==> src/rtl/branch_resolve_ctrl_if.sv <==
// Handshake bundle between ID decode/hazard logic (master) and the branch resolve controller (slave).
// With BR_STAT_EN defined, the bundle also carries the retired/taken branch counters.
interface branch_resolve_ctrl_if #(
  parameter int DATA_W = 32,
  parameter int ADDR_W = 32
);
  logic              br_valid;
  logic              br_is_bne;
  logic [ADDR_W-1:0] br_pc;
  logic [15:0]       br_offset;
  logic              opnd_ready;
  logic [DATA_W-1:0] rdata1;
  logic [DATA_W-1:0] rdata2;
  logic              stall;
  logic              br_ready;
  logic              redirect;
  logic [ADDR_W-1:0] redirect_pc;
  logic              wait_err;
`ifdef BR_STAT_EN
  logic [31:0]       br_cnt;
  logic [31:0]       taken_cnt;

  modport master (
    output br_valid, br_is_bne, br_pc, br_offset, opnd_ready, rdata1, rdata2,
    input  stall, br_ready, redirect, redirect_pc, wait_err, br_cnt, taken_cnt
  );
  modport slave (
    input  br_valid, br_is_bne, br_pc, br_offset, opnd_ready, rdata1, rdata2,
    output stall, br_ready, redirect, redirect_pc, wait_err, br_cnt, taken_cnt
  );
`else
  modport master (
    output br_valid, br_is_bne, br_pc, br_offset, opnd_ready, rdata1, rdata2,
    input  stall, br_ready, redirect, redirect_pc, wait_err
  );
  modport slave (
    input  br_valid, br_is_bne, br_pc, br_offset, opnd_ready, rdata1, rdata2,
    output stall, br_ready, redirect, redirect_pc, wait_err
  );
`endif
endinterface

==> src/rtl/branch_resolve_ctrl.sv <==
// ID-stage BEQ/BNE resolver: waits for operands, registers compare + target, pulses redirect.
// Optional BR_STAT_EN adds br_cnt/taken_cnt statistics counters.
//
//   state   | meaning
//   IDLE    | no branch in flight; accepts a new one
//   WAIT    | branch held, operands not yet forwarded
//   RESOLVE | result registered; br_ready, redirect if taken
module branch_resolve_ctrl #(
  parameter int DATA_W   = 32,
  parameter int ADDR_W   = 32,
  parameter int MAX_WAIT = 4
) (
  input  logic                   clk,
  input  logic                   resetn,
  branch_resolve_ctrl_if.slave   bus
);

  typedef enum logic [1:0] {IDLE, WAIT, RESOLVE} state_t;

  localparam logic [3:0] MAX_W = 4'(MAX_WAIT);

  state_t            state, state_nxt;
  logic [3:0]        wait_cnt, wait_cnt_nxt;
  logic              latch;
  logic              taken, taken_q;
  logic [ADDR_W-1:0] target, target_q, off_ext;
  logic [DATA_W-1:0] opnd_a, opnd_b;

  assign opnd_a  = bus.rdata1;
  assign opnd_b  = bus.rdata2;
  assign taken   = bus.br_is_bne ? (opnd_a != opnd_b) : (opnd_a == opnd_b);
  assign off_ext = {{(ADDR_W-18){bus.br_offset[15]}}, bus.br_offset, 2'b00};
  assign target  = bus.br_pc + ADDR_W'(4) + off_ext;

  always_ff @(posedge clk) begin
    if (!resetn) begin
      state    <= IDLE;
      wait_cnt <= '0;
      taken_q  <= 1'b0;
      target_q <= '0;
    end else begin
      state    <= state_nxt;
      wait_cnt <= wait_cnt_nxt;
      if (latch) begin
        taken_q  <= taken;
        target_q <= target;
      end
    end
  end

  always_comb begin
    state_nxt    = state;
    wait_cnt_nxt = wait_cnt;
    latch        = 1'b0;
    case (state)
      IDLE: begin
        if (bus.br_valid) begin
          if (bus.opnd_ready) begin
            latch     = 1'b1;
            state_nxt = RESOLVE;
          end else begin
            state_nxt    = WAIT;
            wait_cnt_nxt = '0;
          end
        end
      end
      WAIT: begin
        wait_cnt_nxt = (wait_cnt == 4'hF) ? wait_cnt : wait_cnt + 4'd1;
        // A flushed branch must not latch whatever operands happen to be present.
        if (!bus.br_valid) begin
          state_nxt = IDLE;
        end else if (bus.opnd_ready) begin
          latch     = 1'b1;
          state_nxt = RESOLVE;
        end
      end
      RESOLVE: state_nxt = IDLE;
      default: state_nxt = IDLE;
    endcase
  end

  assign bus.stall       = bus.br_valid & (state != RESOLVE);
  assign bus.br_ready    = (state == RESOLVE);
  assign bus.redirect    = (state == RESOLVE) & taken_q;
  assign bus.redirect_pc = target_q;
  assign bus.wait_err    = (state == WAIT) && (wait_cnt == MAX_W);

`ifdef BR_STAT_EN
  logic [31:0] br_cnt_q, taken_cnt_q;

  always_ff @(posedge clk) begin
    if (!resetn) begin
      br_cnt_q    <= '0;
      taken_cnt_q <= '0;
    end else begin
      if (bus.br_ready) br_cnt_q    <= br_cnt_q + 32'd1;
      if (bus.redirect) taken_cnt_q <= taken_cnt_q + 32'd1;
    end
  end

  assign bus.br_cnt    = br_cnt_q;
  assign bus.taken_cnt = taken_cnt_q;
`endif

endmodule
==> src/flat_wrapper.sv <==
// flat-port wrapper written by rule: the top's interface ports become plain ports
module branch_resolve_ctrl_flat 
#(
  parameter int DATA_W   = 32,
  parameter int ADDR_W   = 32,
  parameter int MAX_WAIT = 4
)
  (clk, resetn, bus_br_valid, bus_br_is_bne, bus_br_pc, bus_br_offset, bus_opnd_ready, bus_rdata1, bus_rdata2, bus_stall, bus_br_ready, bus_redirect, bus_redirect_pc, bus_wait_err);
  branch_resolve_ctrl_if #(.DATA_W(DATA_W), .ADDR_W(ADDR_W)) bus_i ();
  input  logic clk;
  input  logic resetn;
  input wire logic [$bits(bus_i.br_valid)-1:0] bus_br_valid;
  input wire logic [$bits(bus_i.br_is_bne)-1:0] bus_br_is_bne;
  input wire logic [$bits(bus_i.br_pc)-1:0] bus_br_pc;
  input wire logic [$bits(bus_i.br_offset)-1:0] bus_br_offset;
  input wire logic [$bits(bus_i.opnd_ready)-1:0] bus_opnd_ready;
  input wire logic [$bits(bus_i.rdata1)-1:0] bus_rdata1;
  input wire logic [$bits(bus_i.rdata2)-1:0] bus_rdata2;
  output wire logic [$bits(bus_i.stall)-1:0] bus_stall;
  output wire logic [$bits(bus_i.br_ready)-1:0] bus_br_ready;
  output wire logic [$bits(bus_i.redirect)-1:0] bus_redirect;
  output wire logic [$bits(bus_i.redirect_pc)-1:0] bus_redirect_pc;
  output wire logic [$bits(bus_i.wait_err)-1:0] bus_wait_err;
  assign bus_i.br_valid = bus_br_valid;
  assign bus_i.br_is_bne = bus_br_is_bne;
  assign bus_i.br_pc = bus_br_pc;
  assign bus_i.br_offset = bus_br_offset;
  assign bus_i.opnd_ready = bus_opnd_ready;
  assign bus_i.rdata1 = bus_rdata1;
  assign bus_i.rdata2 = bus_rdata2;
  assign bus_stall = bus_i.stall;
  assign bus_br_ready = bus_i.br_ready;
  assign bus_redirect = bus_i.redirect;
  assign bus_redirect_pc = bus_i.redirect_pc;
  assign bus_wait_err = bus_i.wait_err;
  branch_resolve_ctrl #(.DATA_W(DATA_W), .ADDR_W(ADDR_W), .MAX_WAIT(MAX_WAIT)) u_core (.clk(clk), .resetn(resetn), .bus(bus_i));
endmodule
==> config.mk <==
export PLATFORM = sky130hd
export DESIGN_NAME = branch_resolve_ctrl_flat
export DESIGN_NICKNAME = d
export VERILOG_FILES = /design/src/rtl/branch_resolve_ctrl_if.sv /design/src/rtl/branch_resolve_ctrl.sv /design/src/flat_wrapper.sv
export SDC_FILE = /design/constraint.sdc
export NUM_CORES = 1
export LEC_CHECK = 0
export BUFFER_PORTS_ARGS = -buffer_cell sky130_fd_sc_hd__buf_4
export CAP_MARGIN = 10
export CORE_UTILIZATION = 40
export CTS_CLUSTER_DIAMETER = 60
export DETAILED_ROUTE_END_ITERATION = 6
export HOLD_SLACK_MARGIN = 0.02
export PLACE_DENSITY = 0.68
export SLEW_MARGIN = 10
export SYNTH_ARGS = -nofsm -noshare
export SYNTH_HDL_FRONTEND = slang
export SYNTH_SLANG_ARGS = --single-unit
==> constraint.sdc <==
create_clock -name clk -period 5.2 [get_ports clk]
set_input_delay 0.26 -clock clk [delete_from_list [all_inputs] [get_ports clk]]
set_output_delay 0.26 -clock clk [all_outputs]
set_load 0.005 [all_outputs]
==> run_results.csv <==
group,metric,value,unit
sta,fin_crit_sh,57.75,%
critical_path,worst-endpoint-arrival,3.22,ns
global_route,via_count_of_the_first_global_routing_pass,3836,
critical_path,timing.critical_path.to_type,"register",
detailed_routing,maxUsedRoutingLayer,"met4",
sta,final-setup-viol-count,0,
logic_synthesis,synth_fp_nets,625,
detailed_routing,drt_iter0_drc,114,
logic_synthesis,synth-seq-area-share,20.81,%
logic_synthesis,synth.area.top_cells,"dfxtp_1 (21%), ha_1 (20%), xor2_1 (9.3%)",
detailed_routing,vias_per_cell,5.398,
global_route,grt_pass1_wl,17.27,mm
clock_network,numCtsBuffers,5,
layout,layout.filler_cells,849,
clock_network,cts-htree-levels,2,
power_and_ir_drop,power.density_cell_area,207.6,nW/um^2
logic_synthesis,synth.cells.most_frequent,"ha_1 (59), nand2_1 (44), xor2_1 (40)",
clock_network,cts_sinks,39,
floorplan,io_pins,153,
logic_synthesis,synth_top_cell_area_share,20.81,%
sta,clock_skew,0.002803,ns
clock_network,cts_post_setup_buffers_inserted,0,
critical_path,timing.setup.critical_path_class,"input port to register",
placement,numPortBuffers,152,
logic_synthesis,yosys.cell_count.top_type,"ha_1",
min_path,min_path_type,"input port to register",
detailed_routing,route.detailed.drc,0,
detailed_routing,met2_length,4.953,mm
logic_synthesis,combinational_family_with_the_most_area_after_synthesis,"compound AO/OA/AOI/OAI gates",
sta,final-max-slew-violation-count,0,
clock_network,cts.path.max_buffers,2,
detailed_routing,vias,3784,
global_route,grt_usage,21.45,%
logic_synthesis,synth_enable_flop_cells,0,
sta,final_hold_viol_count,0,
floorplan,die_width,98.84,um
logic_synthesis,synthXorXnorAreaFrac,12.14,%
logic_synthesis,number_of_distinct_library_cell_variants_in_the_gate_level_netlist_after_synthesis,62,
clock_network,tritoncts,"yes",
logic_synthesis,synth-main-ff-cell,"dfxtp_1",
logic_synthesis,post_synth_mux_area_share,0.3002,%
logic_synthesis,synth-seq-cells,39,
detailed_routing,first_pass_iters,4,
logic_synthesis,netlist_instances,448,
logic_synthesis,synth_area,3751,um^2
critical_path,crit_fanout,4,
logic_synthesis,synth_async_sr_flop_share,0,%
critical_path,worst_endpoint_required_time,5.42,ns
sta,maximum_clock_frequency,333.0,MHz
placement,dp.cells,693,
floorplan,y_dimension_of_the_die,98.84,um
detailed_routing,post_drt_wl_per_cell,14.71,um
logic_synthesis,synth_compound_area_share,24.62,%
sta,slew-limit-headroom,41.51,%
layout,fin_nets,769,
floorplan,rows,34,
global_route,pin_count_of_the_biggest_net_entering_global_routing,45,
logic_synthesis,synth.largest_area_cell,"dfxtp_1",
sta,rsz_0062_raised_after_global_routing,"no",
power_and_ir_drop,total_leakage_power,0.002535,uW
critical_path,timing.reg2reg.worst_path_depth,4,
run_status,status,"complete, no violations",
logic_synthesis,yosys_warnings,0,
layout,antennaDiodeCount,0,
layout,syn_to_final_growth,35.69,%
clock_network,cts.hold.buffers_added,0,
global_route,gr-total-overflow,0,
placement,finalWeightedCongestion,0.8379,
sta,setup_total_negative_slack,0,ns
detailed_routing,detailed_route_wirelength_on_metal3,418,um
layout,final_layout_size_suffix_gt1_share,29.51,%
global_route,antenna_found_initial,0,
logic_synthesis,synth_adder_area_share,20.21,%
logic_synthesis,synth-simple-area-share,19.15,%
floorplan,core-area,8891,um^2
clock_network,cts_resized,0,
placement,dp_hpwl,8.428,mm
detailed_routing,routedLengthMet1,4.774,mm
power_and_ir_drop,vdd_ir_drop_max,0.1651,mV
floorplan,initial_core_util,42.19,%
layout,finish.cell_count_without_fillers,701,
floorplan,design.die.area,9769,um^2
sta,finalWorstPathRequiredPeriod,3.003,ns
flow_run,maxCapViolations,0,
logic_synthesis,syn-mean-instance-area,8.373,um^2
min_path,holdPathStages,2,
clock_network,cts_root_buf,"clkbuf_8",
critical_path,critPathLaunchType,"input port",
detailed_routing,drt_wl_total,10.31,mm
sta,worst_slew_pin_slew,0.8726,ns
detailed_routing,detail-route-antenna-nets,0,
clock_network,clock_insertion_delay_worst_skew,0.29,ns
clock_network,cts.reportedPaths.clkPinSlew,0.08,ns
==> cells by family (layout without fill, tap and decap cells) <==
logic type / Yosys count / count (layout)
AO/OA/AOI/OAI: 131 / 131
XOR/XNOR: 52 / 52
adder cells (fa/ha/maj): 60 / 60
buffers and inverters: 27 / 172
flip-flops: 39 / 39
multiplexers: 1 / 1
AND/OR/NAND/NOR: 138 / 138
==> state kept, by name, summed over array words and instances (netlist names) <==
name                    cells
u_core.bus.redirect_pc     32
u_core.taken_q              1
u_core.wait_cnt             4
u_core.state                2
==> through the flow <==
stage | power, uW | cell area, um^2 | setup WS [ns] | hold WS [ns] | util (%)
finish | 1057 | 5090 | 2.197 | 0.1683 | 57.25
global route | 1127 | 5090 | 2.051 | 0.1651 | 57.25
CTS | 1065 | 5090 | 2.226 | 0.1559 | 57.25
detailed placement | 799.7 | 4977 | 1.995 | 0.4567 | 55.98
global placement | 792.9 | 4977 | 2.013 | 0.4523 | 55.98
floorplan | 624.4 | 3751 | 2.361 | 0.3393 | -
==> placed cells by master, fill, tap and decap left out, types with 4 or more instances in the layout <==
cell,synthesis,final
o21ai_0,30,30
a21oi_1,23,23
nor2_1,14,14
a221o_1,4,4
nor2b_1,4,4
nand4_1,8,8
nand2b_1,5,5
dfxtp_1,39,39
ha_1,59,59
xor2_1,40,40
nand2_1,44,44
or3_1,4,4
and2_1,12,12
a21boi_0,8,8
a31oi_1,4,4
xnor2_1,12,12
buf_4,0,153
o211a_1,5,5
clkbuf_8,0,5
nor4_1,9,9
and3_1,4,4
o21a_1,4,4
nand3_1,19,19
nor3_1,4,4
inv_1,11,11
o21ai_1,4,4
a21o_1,18,18
==> layout make-up <==
cell class	instances	area [um^2]	share of cell area, %
Multi-Input combinational cell	382	2872	56.42
Timing Repair Buffer	153	1149	22.57
Sequential cell	39	780.7	15.34
Tap cell	108	135.1	2.655
Clock buffer	5	68.82	1.352
Clock inverter	3	43.79	0.8604
Inverter	11	41.29	0.8112
==> final timing paths <==
kind         slack, ns                          to                 startpoint
max               2.20  u_core.bus.redirect_pc[25]           bus_br_offset[1]
max reg2reg       3.16  u_core.bus.redirect_pc[27]            u_core.state[1]
min               0.17             u_core.state[0]             bus_opnd_ready
min reg2reg       0.47   u_core.bus.redirect_pc[0]  u_core.bus.redirect_pc[0]
==> power breakdown <==
group          switching (uW)  internal, uW  total [uW]
Clock                     117           143         260
Sequential               14.4           322         336
Combinational             228           232         460
==> critical path, stage by stage <==
cell and delay [ns]:
buf_4 0.11, ha_1 0.28, ha_1 0.24, fa_1 0.45, a211oi_2 0.27, o21ai_2 0.13, o21a_1 0.19, o41ai_1 0.45
o22ai_1 0.17, a21oi_1 0.20, mux2_2 0.35, o21ai_0 0.13
==> per-layer routing <==
metal,vias up,track usage (%)
met2,95,37.60
li1,1941,-
met5,-,0
met1,1734,27.20
met3,14,3.333
met4,0,5.855
(Power assumes the default switching activity.)
